===== config.mk =====
export PLATFORM = sky130hd
export DESIGN_NAME = muldiv_ctrl
export DESIGN_NICKNAME = d
export VERILOG_FILES = /design/src/rtl/muldiv_pkg.sv /design/src/rtl/muldiv_step.sv /design/src/rtl/muldiv_ctrl.sv
export SDC_FILE = /design/constraint.sdc
export NUM_CORES = 1
export LEC_CHECK = 0
export ABC_AREA = 1
export CORE_UTILIZATION = 35
export CTS_BUF_LIST = sky130_fd_sc_hd__clkbuf_16
export CTS_CLUSTER_SIZE = 20
export DETAILED_ROUTE_END_ITERATION = 8
export GPL_TIMING_DRIVEN = 0
export PLACE_DENSITY = 0.59
export SYNTH_ARGS = -nofsm -noshare
export SYNTH_HDL_FRONTEND = slang
export SYNTH_SLANG_ARGS = --single-unit

===== constraint.sdc =====
create_clock -name clk -period 9.9 [get_ports clk]
set_input_delay 1.98 -clock clk [delete_from_list [all_inputs] [get_ports clk]]
set_output_delay 1.98 -clock clk [all_outputs]
set_load 0.005 [all_outputs]

===== src/rtl/muldiv_pkg.sv =====
// Shared types and constants for the multiply/divide unit.
package muldiv_pkg;

    localparam int unsigned XLEN  = 32;
    localparam int unsigned CNT_W = 6;

    typedef enum logic [1:0] {
        OP_MULT  = 2'd0,
        OP_MULTU = 2'd1,
        OP_DIV   = 2'd2,
        OP_DIVU  = 2'd3
    } op_e;

    typedef enum logic [1:0] {
        S_IDLE = 2'd0,
        S_RUN  = 2'd1,
        S_FIX  = 2'd2,
        S_DONE = 2'd3
    } state_e;

    // Magnitude of a two's complement word (0x80000000 maps to itself, read as unsigned).
    function automatic logic [XLEN-1:0] abs_val(input logic [XLEN-1:0] x);
        return x[XLEN-1] ? -x : x;
    endfunction

endpackage


===== src/rtl/muldiv_step.sv =====
// One iteration of the unit: shift-add multiply step or restoring divide step.
// For divide, acc holds {remainder, dividend/quotient} and mcand[31:0] the divisor.
module muldiv_step
    import muldiv_pkg::*;
(
    input  logic                is_div,
    input  logic [2*XLEN-1:0]   acc,
    input  logic [2*XLEN-1:0]   mcand,
    input  logic [XLEN-1:0]     mplier,
    output logic [2*XLEN-1:0]   acc_nxt,
    output logic [2*XLEN-1:0]   mcand_nxt,
    output logic [XLEN-1:0]     mplier_nxt
);

    logic [XLEN:0] trial;

    // Shifted partial remainder minus divisor; bit XLEN set means the subtract failed.
    assign trial = acc[2*XLEN-1:XLEN-1] - {1'b0, mcand[XLEN-1:0]};

    // Select multiply or divide datapath for this iteration.
    always_comb begin
        acc_nxt    = acc;
        mcand_nxt  = mcand;
        mplier_nxt = mplier;
        if (is_div) begin
            if (!trial[XLEN]) begin
                acc_nxt = {trial[XLEN-1:0], acc[XLEN-2:0], 1'b1};
            end else begin
                acc_nxt = {acc[2*XLEN-2:0], 1'b0};
            end
        end else begin
            if (mplier[0]) begin
                acc_nxt = acc + mcand;
            end
            mcand_nxt  = {mcand[2*XLEN-2:0], 1'b0};
            mplier_nxt = {1'b0, mplier[XLEN-1:1]};
        end
    end

endmodule


===== src/rtl/muldiv_ctrl.sv =====
// Multi-cycle MIPS-style multiply/divide unit owning the HI/LO registers.
// Optional feature: define MULDIV_EARLY_EXIT_EN to let multiplies leave RUN
// as soon as the remaining multiplier bits are all zero.
module muldiv_ctrl
    import muldiv_pkg::*;
(
    input  logic            clk,
    input  logic            rst,
    input  logic            start,
    input  logic [1:0]      op,
    input  logic [31:0]     a,
    input  logic [31:0]     b,
    input  logic            hilo_rd,
    input  logic            wr_hi,
    input  logic            wr_lo,
    input  logic [31:0]     wr_data,
    output logic            stall,
    output logic [31:0]     hi,
    output logic [31:0]     lo,
    output logic            busy,
    output logic            done
);

    state_e               state;
    logic [CNT_W-1:0]     cnt;
    logic [2*XLEN-1:0]    acc;
    logic [2*XLEN-1:0]    mcand;
    logic [XLEN-1:0]      mplier;
    logic                 is_div;
    logic                 neg_res;
    logic                 neg_rem;
    logic                 div0;

    logic [2*XLEN-1:0]    acc_nxt;
    logic [2*XLEN-1:0]    mcand_nxt;
    logic [XLEN-1:0]      mplier_nxt;
    logic                 early_exit;

    op_e                  op_in;
    logic                 signed_op;
    logic [XLEN-1:0]      ua;
    logic [XLEN-1:0]      ub;
    logic [XLEN-1:0]      res_hi;
    logic [XLEN-1:0]      res_lo;

    muldiv_step u_step (
        .is_div     (is_div),
        .acc        (acc),
        .mcand      (mcand),
        .mplier     (mplier),
        .acc_nxt    (acc_nxt),
        .mcand_nxt  (mcand_nxt),
        .mplier_nxt (mplier_nxt)
    );

    assign op_in     = op_e'(op);
    assign signed_op = (op_in == OP_MULT) || (op_in == OP_DIV);
    assign ua        = signed_op ? abs_val(a) : a;
    assign ub        = signed_op ? abs_val(b) : b;

    // Hold the pipeline only when it actually needs the unit while busy.
    assign stall = busy & (start | hilo_rd | wr_hi | wr_lo);

`ifdef MULDIV_EARLY_EXIT_EN
    assign early_exit = !is_div && (mplier_nxt == '0);
`else
    assign early_exit = 1'b0;
`endif

    // Sign correction of the unsigned magnitude result, consumed on the FIX->DONE edge.
    always_comb begin
        res_hi = acc[2*XLEN-1:XLEN];
        res_lo = acc[XLEN-1:0];
        if (is_div) begin
            res_lo = div0 ? '1 : (neg_res ? -acc[XLEN-1:0] : acc[XLEN-1:0]);
            res_hi = neg_rem ? -acc[2*XLEN-1:XLEN] : acc[2*XLEN-1:XLEN];
        end else if (neg_res) begin
            {res_hi, res_lo} = -acc;
        end
    end

    // FSM, iteration counter, datapath registers and architectural HI/LO.
    always_ff @(posedge clk or posedge rst) begin
        if (rst) begin
            state   <= S_IDLE;
            cnt     <= '0;
            acc     <= '0;
            mcand   <= '0;
            mplier  <= '0;
            is_div  <= 1'b0;
            neg_res <= 1'b0;
            neg_rem <= 1'b0;
            div0    <= 1'b0;
            hi      <= '0;
            lo      <= '0;
            busy    <= 1'b0;
            done    <= 1'b0;
        end else begin
            done <= 1'b0;
            case (state)
                S_IDLE: begin
                    if (start) begin
                        is_div  <= op[1];
                        acc     <= op[1] ? {{XLEN{1'b0}}, ua} : '0;
                        mcand   <= op[1] ? {{XLEN{1'b0}}, ub} : {{XLEN{1'b0}}, ua};
                        mplier  <= ub;
                        neg_res <= signed_op & (a[XLEN-1] ^ b[XLEN-1]);
                        neg_rem <= signed_op & a[XLEN-1];
                        div0    <= (b == '0);
                        cnt     <= '0;
                        busy    <= 1'b1;
                        state   <= S_RUN;
                    end else begin
                        if (wr_hi) hi <= wr_data;
                        if (wr_lo) lo <= wr_data;
                    end
                end
                S_RUN: begin
                    acc    <= acc_nxt;
                    mcand  <= mcand_nxt;
                    mplier <= mplier_nxt;
                    cnt    <= cnt + CNT_W'(1);
                    if ((cnt == CNT_W'(XLEN - 1)) || early_exit) begin
                        state <= S_FIX;
                    end
                end
                S_FIX: begin
                    hi    <= res_hi;
                    lo    <= res_lo;
                    done  <= 1'b1;
                    state <= S_DONE;
                end
                S_DONE: begin
                    busy  <= 1'b0;
                    state <= S_IDLE;
                end
                default: begin
                    busy  <= 1'b0;
                    state <= S_IDLE;
                end
            endcase
        end
    end

endmodule


==> summary.md, run 1 <==
| Metric | Value |
|---|---|
| Maximum clock insertion buffer count | `3` |
| Cells after DPL | `about 5300` |
| Number of synthesized register bits | `238` |
| Leakage component of the power | `about 15 nW` |
| Cell area reported after detailed placement | `between 20000 and 30000 sq um` |
| Routability cong. | `between 1 and 1.5` |
| Maximum fanout along the worst path | `4` |
| Setup repair after global routing missed its margin | `no` |
| Synth async-reset ratio | `100%` |
| Maximum achievable frequency | `~190 MHz` |
| Switching portion of total power | `57.7%` |
| Number of core rows | `96` |
| Data required, critical path | `7.92 ns` |
| Placed wire-length estimate after detailed placement | `between 90000 and 100000 um` |
| Sw power | `0.00573 W` |
| Number of gates given a new drive strength after cts | `0` |
| Initial DRC Count | `approximately 2800` |
| Non-filler instance count after layout | `5344` |
| Register Area | `5960 sq um` |
| Total congestion overflow | `0` |
| Post-layout net count | `between 4000 and 5000` |
| Count of H-tree levels built during CTS | `1` |
| Initial Utilization | `35.4%` |
| Mapped Avg Cell Area | `between 5 and 6 sq um` |
| Final Cell Area | `28200 sq um` |
| Number of warnings printed during yosys synthesis | `0` |
| CTS tree | `done` |
| Area of the multi-input gates | `roughly 15000 sq um` |
| Internal power of the cells | `between 0.004 and 0.005 W` |
| CP arrival | `3.35 ns` |
| Areal power density over the cells | `around 350 nW/um^2` |
| Global-route total usage across every layer | `31.8%` |
| Critical path's largest stage delay | `approximately 0.5 ns` |
| Clock transition at the registers of the reported paths | `0.05 ns` |
| Routed WL | `around 110000 um` |
| Die Span Y | `between 200 and 300 um` |
| Synth area leader | `sky130_fd_sc_hd__dfrtp_1` |
| Share of Yosys cell area claimed by the top area cell type | `between 20% and 30%` |
| Part of the power in combinational logic | `between 60% and 70%` |
| Worst Path Class, Setup | `in -> out` |
| Hold WC Path Type | `reg -> reg` |
| Remaining design rule violation count | `0` |
| Type of element capturing the critical path | `primary output` |
| Routed vias | `28000` |
| Final count of hold timing violations | `0` |
| Cells taking the most area after synthesis | `sky130_fd_sc_hd__dfrtp_1 25%, sky130_fd_sc_hd__nand2_1 21%, sky130_fd_sc_hd__inv_1 12%` |
| First-pass GRT wire length | `~170000 um` |
| Drt wl/cell | `approximately 21 um` |
| Top Family by Delay on Critical Path | `buffers and inverters` |
| Netlist area before placement | `roughly 24000 sq um` |
| Fraction of the core area covered by cells at the end of the flow | `41.2%` |
| Via density per instance | `between 5 and 6` |
| Proportion of synthesized chip area in sequential cells | `24.6%` |
| Power share of the clock group | `about an eighth` |
| Root Buffer Master | `sky130_fd_sc_hd__clkbuf_16` |
| Antenna violations before repair | `6` |
| Fraction of layout cells with a size suffix above 1 | `3.23%` |
| Number of buffers inserted during clock tree synthesis | `31` |
| Buffering stage count on the worst path with inverters included | `2` |
| Final worst hold slack | `roughly 0.48 ns` |
| Post-Syn Instances | `~4200` |
| Area added between synthesis and finish | `16.5%` |
| Actual slew at the worst max-slew pin | `between 1 and 1.5 ns` |
| Input/output buffers | `170` |
| Cell type with the highest occurrence count on the critical path | `sky130_fd_sc_hd__clkdlybuf4s50_1` |
| Total power draw | `just under 0.01 W` |
| Maximum number of pins on one net before global-route repair | `112` |
| Startpoint types | `input pin` |
| Total iterations of the first detailed-routing run | `6` |
| Post-detailed-route count of antenna-violating nets | `0` |
| # hold bufs at CTS | `0` |
| Final Slew Violations | `0` |
| Flip-flop cell with the highest count after synthesis | `sky130_fd_sc_hd__dfrtp_1` |
| Worst clock skew on the final layout | `around 0.03 ns` |
| Nets in the synthesized netlist | `roughly 4400` |
| Sequential power share | `between 10% and 20%` |
| Number of max-cap violations | `0` |
| Vias in the first global route | `26700` |
| Layout fillers | `about 7700` |
| Chip width | `265 um` |
| Slew margin rel. | `32.2%` |
| Final period util | `between 50% and 60%` |
| Floorplan die area | `about 70000 sq um` |
| Slowest cell on the critical path | `sky130_fd_sc_hd__clkdlybuf4s50_1` |
| Count of clock tree sinks | `238` |
| Ordered list of cells on the worst path | `clkdlybuf4s50_1, o41a_1, clkdlybuf4s50_1` |
| Outcome | `completed` |
| Count of flip-flops with a built-in enable after synthesis | `0` |
| Postcts setup bufs | `0` |
| Number of distinct standard cells referenced by the synthesized netlist | `52` |
| Fin crit period | `between 5 and 6 ns` |
| Core area | `about 70000 sq um` |
| Clock network latency to the later pin of the worst-skew pair | `0.63 ns` |
| Final setup vio count | `0` |
| Worst-case vdd ir drop | `177 uV` |
| Number of I/O pins | `approximately 170` |
==> cell usage in the layout, fill, tap and decap left out, drive strengths merged, types with 4 or more instances in the layout <==
cell type / synthesis / routed
a21o: 5 / 5
a21oi: 273 / 273
a31oi: 19 / 19
and2: 4 / 4
buf: 44 / 46
bufinv: 0 / 8
clkbuf: 77 / 108
clkdlybuf4s50: 0 / 170
clkinv: 2 / 11
dfrtp: 238 / 238
ha: 104 / 104
inv: 757 / 762
nand2: 1405 / 1405
nand3: 368 / 368
nand3b: 9 / 9
nand4: 35 / 35
nor2: 455 / 455
nor3: 38 / 38
nor4: 7 / 7
o211ai: 22 / 22
o21a: 9 / 9
o21ai: 206 / 206
o22ai: 53 / 53
or2: 8 / 8
xnor2: 14 / 14
xor2: 58 / 58
==> final timing paths <==
| path | from | endpoint | slack (ns) | cells past startpoint |
|---|---|---|---|---|
| worst max-delay path | start | stall | 4.57 | 3 |
| worst min-delay path | lo[12] | lo[12] | 0.48 | 2 |
| max in group asynchronous | rst | mcand[50] | 7.09 | 3 |
| worst min register to register | lo[12] | lo[12] | 0.48 | 2 |
| min in group asynchronous | rst | busy | 1.80 | 2 |
| worst max register to register | acc[32] | acc[52] | 6.54 | 18 |
==> power groups by stage <==
stage | sequential [W] | clock, W | combinational [W]
detailed placement | 0.00195 | 0 | 0.00653
global route | 0.00199 | 0.00133 | 0.00735
CTS | 0.00193 | 0.00129 | 0.00657
global placement | 0.00194 | 0 | 0.00652
finish | 0.00196 | 0.00128 | 0.00670
floorplan | 0.00168 | 0 | 0.00418
==> per-stage QoR <==
step / TNS, ns / setup slack, ns
after global routing: 0 / 4.51
after CTS: 0 / 4.57
after detailed placement: 0 / 4.58
final: 0 / 4.57
after floorplan: 0 / 1.39
after global placement: -507.57 / -2.18
==> layer usage <==
layer	track usage [%]	wire length [um]	vias up
li1	-	-	13700
met1	42.6	49300	12900
met2	51.7	49600	1157
met3	4.64	8720	213
met4	11.3	4300	10
met5	1.46	188	-
==> tightest hold or removal path: cells and delay by family, from the launching register on <==
| family | cells | cell delay [ns] |
|---|---|---|
| flops | 1 | 0.34 |
| compound gates | 1 | 0.06 |
| simple gates | 1 | 0.05 |
==> final cells by class <==
class | instances | share of cell area [%]
sequential | 238 | 21.1
antenna | 1 | 0.00888
multi-input combinational | 3115 | 52.8
tap | 882 | 3.92
inverter | 759 | 10.1
clock inverter | 25 | 1.20
timing repair buffer | 172 | 6.23
clock buffer | 31 | 2.75
buffer | 121 | 1.85
==> cell families after synthesis <==
group	count (synthesis)	share of synthesized area, %
AOI/OAI and AO/OA	606	13.6
adders and majority gates	106	5.54
DFF	238	24.6
buffers and inverters	880	13.9
xor gates and xnor gates	72	2.61
and+or+nand+nor	2331	39.7
==> cells in the mapped netlist, types with 3 or more instances <==
cell type	n
sky130_fd_sc_hd__o21a_1	9
sky130_fd_sc_hd__a21o_1	5
sky130_fd_sc_hd__nor3_1	38
sky130_fd_sc_hd__clkbuf_1	77
sky130_fd_sc_hd__inv_2	5
sky130_fd_sc_hd__or2_2	7
sky130_fd_sc_hd__nor4_1	7
sky130_fd_sc_hd__o211ai_1	22
sky130_fd_sc_hd__nand2_1	1384
sky130_fd_sc_hd__o21ai_1	14
sky130_fd_sc_hd__o31ai_1	3
sky130_fd_sc_hd__xnor2_1	14
sky130_fd_sc_hd__nor2_4	4
sky130_fd_sc_hd__nand3_2	12
sky130_fd_sc_hd__a21oi_1	271
sky130_fd_sc_hd__nand2_2	19
sky130_fd_sc_hd__inv_1	752
sky130_fd_sc_hd__nand3b_1	9
sky130_fd_sc_hd__nand4_1	35
sky130_fd_sc_hd__nand3_1	356
sky130_fd_sc_hd__xor2_1	58
sky130_fd_sc_hd__buf_2	23
sky130_fd_sc_hd__and2_1	4
sky130_fd_sc_hd__nor2_2	11
sky130_fd_sc_hd__a31oi_1	19
sky130_fd_sc_hd__ha_1	104
sky130_fd_sc_hd__o21ai_0	190
sky130_fd_sc_hd__o21bai_1	3
sky130_fd_sc_hd__buf_4	4
sky130_fd_sc_hd__nor2_1	440
sky130_fd_sc_hd__dfrtp_1	238
sky130_fd_sc_hd__o22ai_1	53
sky130_fd_sc_hd__buf_1	15
==> state kept, by name, summed over array words and instances (netlist names), 2 cells and up <==
signal,flops
lo,32
mcand,64
mplier,32
state,2
cnt,6
acc,64
hi,32
Note: power is estimated with default switching activity, not from simulation.
==> run 2, diff against run 1 <==
- clock period: 9.9 -> 5 ns (I/O delays scaled with it)
==> summary.md, run 2 (synthesis results as in run 1) <==
| Metric | Value |
|---|---|
| Chip width | `around 260 um` |
| Setup repair after global routing missed its margin | `no` |
| Slowest cell on the critical path | `sky130_fd_sc_hd__clkbuf_1` |
| Leakage component of the power | `approximately 15 nW` |
| Maximum clock insertion buffer count | `3` |
| Floorplan die area | `between 70000 and 80000 sq um` |
| Maximum achievable frequency | `approximately 290 MHz` |
| Fraction of layout cells with a size suffix above 1 | `under 10%` |
| Area of the multi-input gates | `around 15000 sq um` |
| Initial Utilization | `between 30 and 40%` |
| Routed vias | `roughly 28000` |
| Ordered list of cells on the worst path | `clkdlybuf4s50_1, nand2_1, o21ai_2, inv_2, nor2_4, buf_2, clkbuf_1, o21ai_0` |
| Antenna Cells | `0` |
| Core area | `roughly 68000 sq um` |
| Number of max-cap violations | `0` |
| Final period util | `between 60% and 70%` |
| Startpoint types | `input pin` |
| CTS tree | `done` |
| Number of I/O pins | `~170` |
| Input/output buffers | `170` |
| Count of H-tree levels built during CTS | `1` |
| Source of the critical timing path | `start` |
| Clock network latency to the later pin of the worst-skew pair | `approximately 0.63 ns` |
| Placed wire-length estimate after detailed placement | `a little over 90000 um` |
| Outcome | `completed` |
| Total congestion overflow | `0` |
| Data required, critical path | `approximately 5.5 ns` |
| Postcts setup bufs | `0` |
| Total power draw | `between 0.015 and 0.02 W` |
| Buffering stage count on the worst path with inverters included | `4` |
| Post-detailed-route count of antenna-violating nets | `0` |
| Worst clock skew on the final layout | `approximately 0.044 ns` |
| Remaining design rule violation count | `0` |
| Antenna violations before repair | `4` |
| CP arrival | `between 3 and 4 ns` |
| Most frequent cells in the layout | `1384 x sky130_fd_sc_hd__nand2_1, 755 x sky130_fd_sc_hd__inv_1, 440 x sky130_fd_sc_hd__nor2_1` |
| Register Area | `about 6000 sq um` |
| CP endpoint | `mcand[4]` |
| Worst Path Class, Setup | `in -> reg` |
| Slew margin rel. | `29.7%` |
| Fin crit period | `3.39 ns` |
| Maximum number of pins on one net before global-route repair | `42` |
| Number of buffers inserted during clock tree synthesis | `29` |
| Maximum fanout along the worst path | `10` |
| First-pass GRT wire length | `between 150000 and 200000 um` |
| Count of clock tree sinks | `238` |
| Via density per instance | `5.23` |
| Routed WL | `110000 um` |
| Largest registers | `acc x64, mcand x64` |
| Number of core rows | `96` |
| Clock transition at the registers of the reported paths | `approximately 0.06 ns` |
| Most common cell after layout, fill and taps aside | `sky130_fd_sc_hd__nand2_1` |
| Reg2Reg Setup Slack | `1.62 ns` |
| Number of gates given a new drive strength after cts | `0` |
| Top Family by Delay on Critical Path | `buffers and inverters` |
| Length in cells of the worst reg-to-reg path | `20` |
| Hold WC Path Type | `reg -> reg` |
| Root Buffer Master | `sky130_fd_sc_hd__clkbuf_16` |
| Setup slack after placement | `slightly above 1 ns` |
| Final Slew Violations | `0` |
| Vias in the first global route | `~26000` |
| # hold bufs at CTS | `0` |
| Final setup vio count | `0` |
| Die Span Y | `265 um` |
| Total iterations of the first detailed-routing run | `6` |
| Actual slew at the worst max-slew pin | `around 1.1 ns` |
| Area added between synthesis and finish | `16.1%` |
| Reg2Reg Launch Point | `acc[31]` |
| Layout fillers | `approximately 7700` |
| Drt wl/cell | `between 20 and 25 um` |
| Worst-case vdd ir drop | `351 uV` |
| Routability cong. | `about 1.1` |
| Initial DRC Count | `between 2000 and 3000` |
| Type of element capturing the critical path | `flop` |
| Number of cells on the critical path | `8` |
| Global-route total usage across every layer | `just over 30%` |
| Final count of hold timing violations | `0` |
| RR Endpoint | `acc[36]` |
| Critical path's largest stage delay | `~0.77 ns` |
| Slack of the critical path | `about 1.6 ns` |
| Post-layout net count | `4650` |
| Areal power density over the cells | `just under 700 nW/um^2` |
==> run 2: worst min path at each step <==
stage	start	to	slack, ns	cells past startpoint
4_1_cts	mplier[22]	mplier[22]	0.48	2
5_1_grt	mplier[25]	mplier[25]	0.50	2
3_3_place_gp	mplier[22]	mplier[22]	0.46	2
6_report	mplier[26]	mplier[26]	0.48	2
2_1_floorplan	mplier[22]	mplier[22]	0.44	2
3_5_place_dp	mplier[22]	mplier[22]	0.47	2
==> run 2: layer usage <==
metal	vias up	GRT usage (%)	wire [um]	share of wire, %
met1	12900	41.9	48400	44
met3	200	5.21	9120	8.3
met2	1140	49.1	47900	43
met4	8	12.2	4760	4.3
met5	-	0	55	0.050
li1	13700	-	-	-
==> run 2: layout make-up <==
type                       instances  area share (%)
buffer                           121            1.86
clock buffer                      29            2.58
clock inverter                    25           0.855
inverter                         759            10.2
multi-input combinational       3115            52.9
sequential                       238            21.2
tap                              882            3.93
timing repair buffer             176            6.48
==> run 2: power breakdown <==
part           switching (W)  internal [W]  leakage [nW]  total (W)
clock               0.000942       0.00127         0.501    0.00221
combinational        0.00912       0.00407          11.6     0.0132
sequential           0.00115       0.00273          2.91    0.00389
==> run 2: worst register-to-register path, stage by stage, from the launching register on <==
cell and delay [ns]:
sky130_fd_sc_hd__dfrtp_1 0.63, sky130_fd_sc_hd__inv_1 0.26, sky130_fd_sc_hd__ha_1 0.29, sky130_fd_sc_hd__fa_1 0.41, sky130_fd_sc_hd__inv_1 0.09, sky130_fd_sc_hd__nand2_1 0.05
sky130_fd_sc_hd__nand2_1 0.12, sky130_fd_sc_hd__nand3_2 0.08, sky130_fd_sc_hd__nand2_2 0.16, sky130_fd_sc_hd__nand2_2 0.07, sky130_fd_sc_hd__nand2_2 0.12, sky130_fd_sc_hd__nand2_4 0.08
sky130_fd_sc_hd__nand2_4 0.07, sky130_fd_sc_hd__nand2_2 0.05, sky130_fd_sc_hd__nand2_2 0.13, sky130_fd_sc_hd__buf_6 0.16, sky130_fd_sc_hd__buf_12 0.14, sky130_fd_sc_hd__nand2_2 0.06
sky130_fd_sc_hd__nand3_2 0.10, sky130_fd_sc_hd__nand3_1 0.15, sky130_fd_sc_hd__nand2_1 0.10
==> run 2: through the flow <==
step                instance area, sq um  std cells  hold slack, ns  util [%]  setup TNS [ns]
floorplan                          24200       4233           0.444         -               0
global placement                   27000       5285           0.461      39.5         -283.08
detailed placement                 27100       5291           0.466      39.6               0
CTS                                28100       5345           0.480      41.0               0
global route                       28100       5345           0.499      41.0               0
finish                             28100       5345           0.482      41.0               0
==> run 3, diff against run 2 <==
- PLACE_DENSITY: 0.59 -> 0.61
- clock period: 5 -> 3 ns (I/O delays scaled with it)
==> summary.md, run 3 (synthesis results as in run 1) <==
| Metric | Value |
|---|---|
| Outcome | `completed` |
| Final Cell Area | `about 28000 sq um` |
| Startpoint types | `flop` |
| Maximum achievable frequency | `between 300 and 400 MHz` |
| Worst-case vdd ir drop | `between 500 and 600 uV` |
| Vias in the first global route | `between 20000 and 30000` |
| Routed vias | `28400` |
| First-pass GRT wire length | `between 150000 and 200000 um` |
| Final count of hold timing violations | `0` |
| Buffering stage count on the worst path with inverters included | `0` |
| Final Slew Violations | `0` |
| Fin crit period | `between 2 and 3 ns` |
| Placed wire-length estimate after detailed placement | `around 96000 um` |
| Number of core rows | `96` |
| Clock network latency to the later pin of the worst-skew pair | `0.65 ns` |
| Area added between synthesis and finish | `17.4%` |
| Post-layout net count | `approximately 4700` |
| Number of I/O pins | `~170` |
| Cell area reported after detailed placement | `27100 sq um` |
| Metal3 WL | `9700 um` |
| Critical path's largest stage delay | `around 0.48 ns` |
| Die Span Y | `around 260 um` |
| Via density per instance | `between 5 and 6` |
| Setup Total Neg Slack | `0 ns` |
| Post-detailed-route count of antenna-violating nets | `0` |
| Core area | `between 60000 and 70000 sq um` |
| Top Family by Delay on Critical Path | `simple AND/OR/NAND/NOR gates` |
| Drt wl/cell | `between 20 and 25 um` |
| Routed WL | `114000 um` |
| Maximum number of pins on one net before global-route repair | `42` |
| Actual slew at the worst max-slew pin | `~0.94 ns` |
| Initial Utilization | `35.4%` |
| Count of H-tree levels built during CTS | `1` |
| Root Buffer Master | `sky130_fd_sc_hd__clkbuf_16` |
| Routability cong. | `just over 1` |
| Cell type with the highest occurrence count on the critical path | `sky130_fd_sc_hd__nand2_1` |
| Global-route total usage across every layer | `a little under a third` |
| Worst clock skew on the final layout | `0.0749 ns` |
| Hold WC Path Type | `in -> async` |
| Total iterations of the first detailed-routing run | `7` |
| Clock transition at the registers of the reported paths | `roughly 0.06 ns` |
| Antenna Cells | `0` |
| Ordered list of cells on the worst path | `ha_2, nand2_1, nor2_2, nand3_1, nand2_2, nand2_1, nand2_2, nand2_1, nand2_1, nand2_1, nand3_1, nand3_1, nand3_1, nand2_1` |
| Initial DRC Count | `approximately 2700` |
| Count of clock tree sinks | `approximately 240` |
| Number of buffers inserted during clock tree synthesis | `30` |
| Final setup vio count | `0` |
| Slew margin rel. | `between 30% and 40%` |
| Worst Path Class, Setup | `reg -> reg` |
| Number of max-cap violations | `0` |
| Data required, critical path | `between 3 and 4 ns` |
| Largest registers | `acc x64, mcand x64` |
| Floorplan die area | `around 70000 sq um` |
| Most common cell after layout, fill and taps aside | `sky130_fd_sc_hd__nand2_1` |
| Antenna violations before repair | `1` |
| Maximum clock insertion buffer count | `3` |
| Areal power density over the cells | `1160 nW/um^2` |
| CTS tree | `done` |
| Maximum fanout along the worst path | `7` |
| Most frequent cells in the layout | `1378 x sky130_fd_sc_hd__nand2_1, 750 x sky130_fd_sc_hd__inv_1, 439 x sky130_fd_sc_hd__nor2_1` |
| WL met1 | `49100 um` |
| CP arrival | `about 3.5 ns` |
| Fraction of layout cells with a size suffix above 1 | `~4.3%` |
| Remaining design rule violation count | `0` |
| Highest signal layer in the routed design | `met5` |
| Input/output buffers | `170` |
| Wire length on met2 | `49300 um` |
| Chip width | `between 200 and 300 um` |
| Total congestion overflow | `0` |
| Final period util | `between 90% and 100%` |
| Type of element capturing the critical path | `flop` |
| Slowest cell on the critical path | `sky130_fd_sc_hd__dfrtp_2` |
| Leakage component of the power | `15.0 nW` |
==> run 3: worst paths after layout <==
| kind | end | cells past startpoint | slack [ns] | from |
|---|---|---|---|---|
| setup / recovery | acc[59] | 14 | 0.003 | acc[3] |
| hold / removal | busy | 2 | 0.49 | rst |
| setup reg to reg | acc[59] | 14 | 0.003 | acc[3] |
| hold reg to reg | mplier[24] | 2 | 0.49 | mplier[24] |
| max in group asynchronous | mcand[44] | 6 | 0.95 | rst |
| min in group clk | mplier[24] | 2 | 0.49 | mplier[24] |
==> run 3: timing repair <==
action	in CTS	in global routing
hold buffers	0	0
setup endpoints to repair	49	55
gates resized for setup	11	39
buffers inserted	5	4
pin swaps	0	1
==> run 3: routing by layer <==
metal  global-route usage [%]  up-vias
li1                         -    13800
met1                     42.8    13200
met2                     51.0     1221
met3                     5.03      215
met4                     13.1        2
met5                        0        -
==> run 3: metrics by stage <==
step                utilization [%]  total power [W]  setup slack, ns  cells  hold WS, ns
floorplan                         -           0.0193           -0.720   4233        0.444
CTS                            41.3           0.0322          0.00524   5350        0.484
global placement               39.5           0.0280            -2.90   5285        0.463
detailed placement             39.6           0.0281           -0.572   5291        0.467
finish                         41.5           0.0330          0.00257   5354        0.485
global route                   41.5           0.0354          -0.0282   5354        0.495
==> run 3: area by class of cell <==
| class | instances | area (sq um) |
|---|---|---|
| clock inverter | 24 | 300 |
| buffer | 121 | 544 |
| timing repair buffer | 185 | 1900 |
| sequential | 238 | 5970 |
| clock buffer | 30 | 751 |
| fill | 7547 | 40100 |
| inverter | 759 | 2870 |
| multi-input combinational | 3115 | 15000 |
| tap | 882 | 1100 |
==> run 3: power breakdown <==
group	total [W]	switching (W)	leakage [nW]	internal, W
Sequential	0.00651	0.00195	2.90	0.00457
Clock	0.00396	0.00162	0.518	0.00233
Combinational	0.0226	0.0156	11.6	0.00696
